[src/rtl/maverickOne_pkg.sv]
// Shared core-wide constants and the write-back requester bus type.
package maverickOne_pkg;

   localparam int NUM_REGS     = 32;
   localparam int XLEN         = 32;
   localparam int NUM_WB_PORTS = 4;
   localparam int REG_AW       = $clog2(NUM_REGS);

   typedef struct packed {
      logic [REG_AW-1:0] addr;
      logic [XLEN-1:0]   data;
   } wb_req_t;

endpackage

[src/rtl/wb_rr_arbiter.sv]
// Combinational rotating-priority arbiter: the first asserted request at or after ptr wins.
module wb_rr_arbiter #(
   parameter int NUM_REQ = 4,
   parameter int PW      = $clog2(NUM_REQ)
) (
   input  logic [NUM_REQ-1:0] req,
   input  logic [PW-1:0]      ptr,
   output logic [NUM_REQ-1:0] gnt,
   output logic [PW-1:0]      gnt_idx
);

   // Scan ptr, ptr+1, ... modulo NUM_REQ; the found flag freezes the first hit.
   always_comb begin
      logic          found;
      logic [PW-1:0] idx;
      gnt     = '0;
      gnt_idx = '0;
      found   = 1'b0;
      idx     = '0;
      for (int i = 0; i < NUM_REQ; i++) begin
         idx = PW'((int'(ptr) + i) % NUM_REQ);
         if (!found && req[idx]) begin
            found    = 1'b1;
            gnt[idx] = 1'b1;
            gnt_idx  = idx;
         end
      end
   end

endmodule

[src/rtl/wb_arbiter.sv]
// Write-back arbiter: round-robin share of the regfile unlock-write port, with a
// registered write and a saturating contention counter.
module wb_arbiter #(
   parameter int NUM_REQ  = maverickOne_pkg::NUM_WB_PORTS,
   parameter int NUM_REGS = maverickOne_pkg::NUM_REGS,
   parameter int XLEN     = maverickOne_pkg::XLEN,
   parameter int CNT_W    = 32,
   parameter int AW       = $clog2(NUM_REGS)
) (
   input  logic                           clk_i,
   input  logic                           arst_i,
   input  logic [NUM_REQ-1:0]             req_valid_i,
   input  logic [NUM_REQ-1:0][AW-1:0]     req_addr_i,
   input  logic [NUM_REQ-1:0][XLEN-1:0]   req_data_i,
   output logic [NUM_REQ-1:0]             req_ready_o,
   output logic                           wr_unlock_en_o,
   output logic [AW-1:0]                  wr_unlock_addr_o,
   output logic [XLEN-1:0]                wr_unlock_data_o,
   output logic [CNT_W-1:0]               conflict_cnt_o
);

   localparam int PW = $clog2(NUM_REQ);

   logic [PW-1:0]      ptr;
   logic [PW-1:0]      gnt_idx;
   logic [NUM_REQ-1:0] gnt;
   logic               transfer;
   logic               multi_req;

   wb_rr_arbiter #(.NUM_REQ(NUM_REQ), .PW(PW)) u_rr_arbiter (
      .req     (req_valid_i),
      .ptr     (ptr),
      .gnt     (gnt),
      .gnt_idx (gnt_idx)
   );

   // Grants are withheld during reset so no requester believes it transferred.
   assign req_ready_o = arst_i ? '0 : gnt;
   assign transfer    = |gnt;
   // Clearing the lowest set bit leaves something only if two or more were set.
   assign multi_req   = |(req_valid_i & (req_valid_i - NUM_REQ'(1)));

   always_ff @(posedge clk_i or posedge arst_i) begin
      if (arst_i) begin
         ptr              <= '0;
         wr_unlock_en_o   <= 1'b0;
         wr_unlock_addr_o <= '0;
         wr_unlock_data_o <= '0;
         conflict_cnt_o   <= '0;
      end else begin
         wr_unlock_en_o <= 1'b0;
         if (transfer) begin
            // x0 results still consume the grant but must not touch the regfile.
            wr_unlock_en_o   <= (req_addr_i[gnt_idx] != '0);
            wr_unlock_addr_o <= req_addr_i[gnt_idx];
            wr_unlock_data_o <= req_data_i[gnt_idx];
            ptr              <= (gnt_idx == PW'(NUM_REQ - 1)) ? '0 : gnt_idx + PW'(1);
         end
         if (multi_req && (conflict_cnt_o != '1)) begin
            conflict_cnt_o <= conflict_cnt_o + CNT_W'(1);
         end
      end
   end

endmodule

[config.mk]
export PLATFORM = sky130hd
export DESIGN_NAME = wb_arbiter
export DESIGN_NICKNAME = d
export VERILOG_FILES = /design/src/rtl/maverickOne_pkg.sv /design/src/rtl/wb_rr_arbiter.sv /design/src/rtl/wb_arbiter.sv
export SDC_FILE = /design/constraint.sdc
export NUM_CORES = 1
export LEC_CHECK = 0
export CORE_AREA = 2 2 131 133
export CTS_BUF_LIST = sky130_fd_sc_hd__clkbuf_4 sky130_fd_sc_hd__clkbuf_8
export CTS_CLUSTER_SIZE = 12
export DETAILED_ROUTE_END_ITERATION = 16
export DIE_AREA = 0 0 133 135
export GPL_TIMING_DRIVEN = 0
export MAX_ROUTING_LAYER = met4
export SYNTH_ARGS = -nofsm -noshare
export SYNTH_HDL_FRONTEND = slang
export SYNTH_SLANG_ARGS = --single-unit
[constraint.sdc]
create_clock -name clk_i -period 4.5 [get_ports clk_i]
set_clock_uncertainty 0.2 [all_clocks]
set_input_delay 0.45 -clock clk_i [delete_from_list [all_inputs] [get_ports clk_i]]
set_output_delay 0.45 -clock clk_i [all_outputs]
set_load 0.01 [all_outputs]
==> metrics.md <==
| Metric | Value |
|---|---|
| Residual DRC | 0 |
| CP endpoint kind | output port |
| Hpwl dp | 12,900 µm |
| Post-Route WL | ~16,000 µm |
| Total congestion overflow | 0 |
| Worst-Margin Slew | 0.770 ns |
| Register area | 1800 µm² |
| Largest cells by area after synthesis | dfrtp_1, mux2i_1, mux2_2, nand2_1, o21ai_1 |
| Clock transition at the registers of the reported paths | 0.07 ns |
| Cell variety after synth | 49 |
| H-tree depth | 3 |
| Placed Cells | 917 |
| Vias in the first global route | roughly 4,500 |
| Initial DRC count | 172 |
| Max VDD drop | 0.340 mV |
| Post-Syn Instances | 470 |
| Clock sinks | roughly 70 |
| Min-delay src | wr_unlock_data_o[30] |
| Cell taking the most area after synthesis | dfrtp_1 |
| CP Cell Sequence | buf_2 -> inv_1 -> ha_1 -> buf_4 -> mux4_2 -> a211oi_4 -> nand2_1 -> a21oi_1 -> clkdlybuf4s50_1 |
| Layout Nets | 870 |
| Area share of the leading cell type in the synthesized netlist | around 37% |
| DIE AREA | 18,000 µm² |
| Syn Area/Cell | 10.4 µm² |
| Synth Area in Compound Gates | 9.89% |
| Tot Pwr | approximately 5.3 mW |
| DR vias | 4,457 |
| Endpoint, Worst Hold | wr_unlock_data_o[30] |
| Gr usage total | 17.9% |
| Status | finished clean |
| Initial antenna violation count | 0 |
| Post-CTS sizing | 0 |
| Simple logic cell fraction of the synthesized area | between 10% and 20% |
| RSZ-0062 raised after global routing | no |
| Core area | around 16,000 µm² |
| Maximum clock frequency | 0.243 GHz |
| Area grow syn2layout | 56.8% |
| Multiplexer area fraction after synthesis | 26.7% |
| CTS tree | done |
| CP startpoint kind | register |
| Starting density of the core | 29.8% |
| Hold Vio Cnt, Final | 0 |
| Synth async-reset ratio | 100% |
| Crit path arrival time | 3.46 ns |
| Main combinational cell family by area after synthesis | multiplexers |
| Commonest non-fill, non-tap cell in the layout | clkdlybuf4s50_1 |
| Antenna Cells | 0 |
| Multi-input logic area | 2820 µm² |
| CP top delay family | buffers and inverters |
| Post-Syn Nets | 632 |
| First-pass GRT wire length | 24,400 µm |
| Yosys reg bits | between 70 and 80 |
| CTS buffer count | 9 |
| Vias per cell | between 4 and 5 |
| Worst reg-to-reg path cell count | 11 |
| Crit-path max FO | 9 |
| Critical path buffers and inverters | 4 |
| Syn. warnings | 0 |
| Largest net degree at the start of global routing | 73 |
| Most frequent cells in the layout | clkdlybuf4s50_1, mux2i_1, dfrtp_1, nand2_1, o21ai_1 |
| Crit path max-delay cell type | mux4_2 |
| Static Leak | 3.25 nW |
| Worst skew pair latency | 0.35 ns |
| Main flop type after synthesis | dfrtp_1 |
| EDFF count, synth | 0 |
| Die X | 133 µm |
| Worst Path Required | 3.85 ns |
| Number of max-slew violations in the final report | 0 |
| Layout cells sized above 1 | 14.2% |
| FF-to-FF End | wr_unlock_data_o[26] |
| Pre-antenna DRT Iters | 4 |
| PortBufs | roughly 230 |
| Beginning of the worst register-to-register path | ptr[1] |
| Crit Path Class | reg -> out |
| Final min period | 4.11 ns |
| Routed Antenna Nets | 0 |
| Setup_tns | 0 ns |
| Count of hold-fix buffers inserted at cts | 0 |
| Setup Viol. Count Final | 0 |
| Reg2reg setup slack | 0.76 ns |
| CP max stage delay | roughly 0.58 ns |
| CTS Buffer Depth | 2 |
| Mapped cell area | about 4900 µm² |
| Maxcap violations | 0 |
| Setup Fix Bufs, Post-CTS | 0 |
| Worst Hold Class | reg -> reg |
| Row count | 47 |
| Non-filler cells in the finished layout | 933 |
| Sequential share of the synthesized area | 36.9% |
| Slew headroom | 48.2% |
| Fillcell total | 1,533 |
| Cell Pwr Density | 699 nW/µm² |
| Post-Synth XOR/XNOR Area | 5.74% |
| I/O Pins | 228 |
| Die H | about 140 µm |
| Post-Synth Adder-Cell Area | 2.26% |
| Gpl congestion | between 0.8 and 0.9 |
| Worst hold margin | 0.285 ns |
| Routed len/inst | 16.9 µm |
| CTS root buf | clkbuf_8 |
| Fin crit share | roughly nine tenths |
| Hold Crit Depth | 2 |
[cell usage after synthesis, types with 4 or more instances]
| library cell | instances |
|---|---|
| a21oi_1 | 12 |
| a22o_1 | 5 |
| and3_1 | 6 |
| and4_1 | 4 |
| buf_2 | 10 |
| buf_4 | 7 |
| buf_6 | 10 |
| dfrtp_1 | 72 |
| ha_1 | 8 |
| inv_1 | 7 |
| mux2_2 | 30 |
| mux2_4 | 8 |
| mux2i_1 | 79 |
| nand2_1 | 57 |
| nand3_1 | 12 |
| nand4_1 | 6 |
| nor2_1 | 11 |
| nor3_1 | 15 |
| nor4_1 | 4 |
| o21ai_0 | 4 |
| o21ai_1 | 35 |
| xnor2_1 | 12 |
| xor2_1 | 20 |
[layout make-up]
type                       count  area share [%]
clock buffer                  11            1.98
timing repair buffer         227            29.9
tap                          220            3.60
multi-input combinational    361            36.9
sequential                    72            23.5
clock inverter                 5           0.719
inverter                       7           0.376
buffer                        30            3.01
[where the power goes]
group	internal (mW)	total (mW)	switching, mW
Sequential	0.923	1.10	0.175
Clock	0.284	0.533	0.249
Combinational	1.91	3.72	1.81
Total	3.12	5.35	2.23
[routing by layer]
metal / track usage, % / up-vias / part of all wire [%]
met5: - / - / 0
met4: 6.39 / 0 / 2.1
met3: 2.85 / 22 / 4.1
met2: 29.1 / 120 / 51
met1: 22.6 / 2157 / 43
li1: - / 2158 / -
[tightest hold or removal path: stages, from the launching register on]
cell and delay [ns]:
dfrtp_1 0.34, nand2_1 0.05, o21ai_1 0.06
[logic make-up after synthesis]
| group | Yosys count |
|---|---|
| xor+xnor | 32 |
| fa+ha+maj | 9 |
| buf+inv | 37 |
| compound gates | 69 |
| simple gates | 131 |
| mux | 120 |
| flops | 72 |
[registers in the layout, summed over array words and instances (netlist names)]
register          cells
wr_unlock_en_o        1
ptr                   2
wr_unlock_addr_o      5
conflict_cnt_o       32
wr_unlock_data_o     32
[metrics by stage]
stage	cell area, µm²	worst slack [ns]	util [%]
after floorplan	4880	1.22	-
after global placement	7420	0.704	45.2
after detailed placement	7450	0.763	45.4
after CTS	7660	0.350	46.7
after global routing	7660	0.192	46.7
final	7660	0.385	46.7
[worst max path at each step]
stage	startpoint	endpoint	slack (ns)	cells past startpoint
2_1_floorplan	ptr[1]	ptr[0]	1.22	12
3_3_place_gp	arst_i	conflict_cnt_o[4]	0.70	2
3_5_place_dp	ptr[1]	req_ready_o[0]	0.76	9
4_1_cts	ptr[1]	req_ready_o[0]	0.35	9
5_1_grt	ptr[1]	req_ready_o[1]	0.19	9
6_report	ptr[1]	req_ready_o[0]	0.39	9
Power figures use the tool's default switching activity.
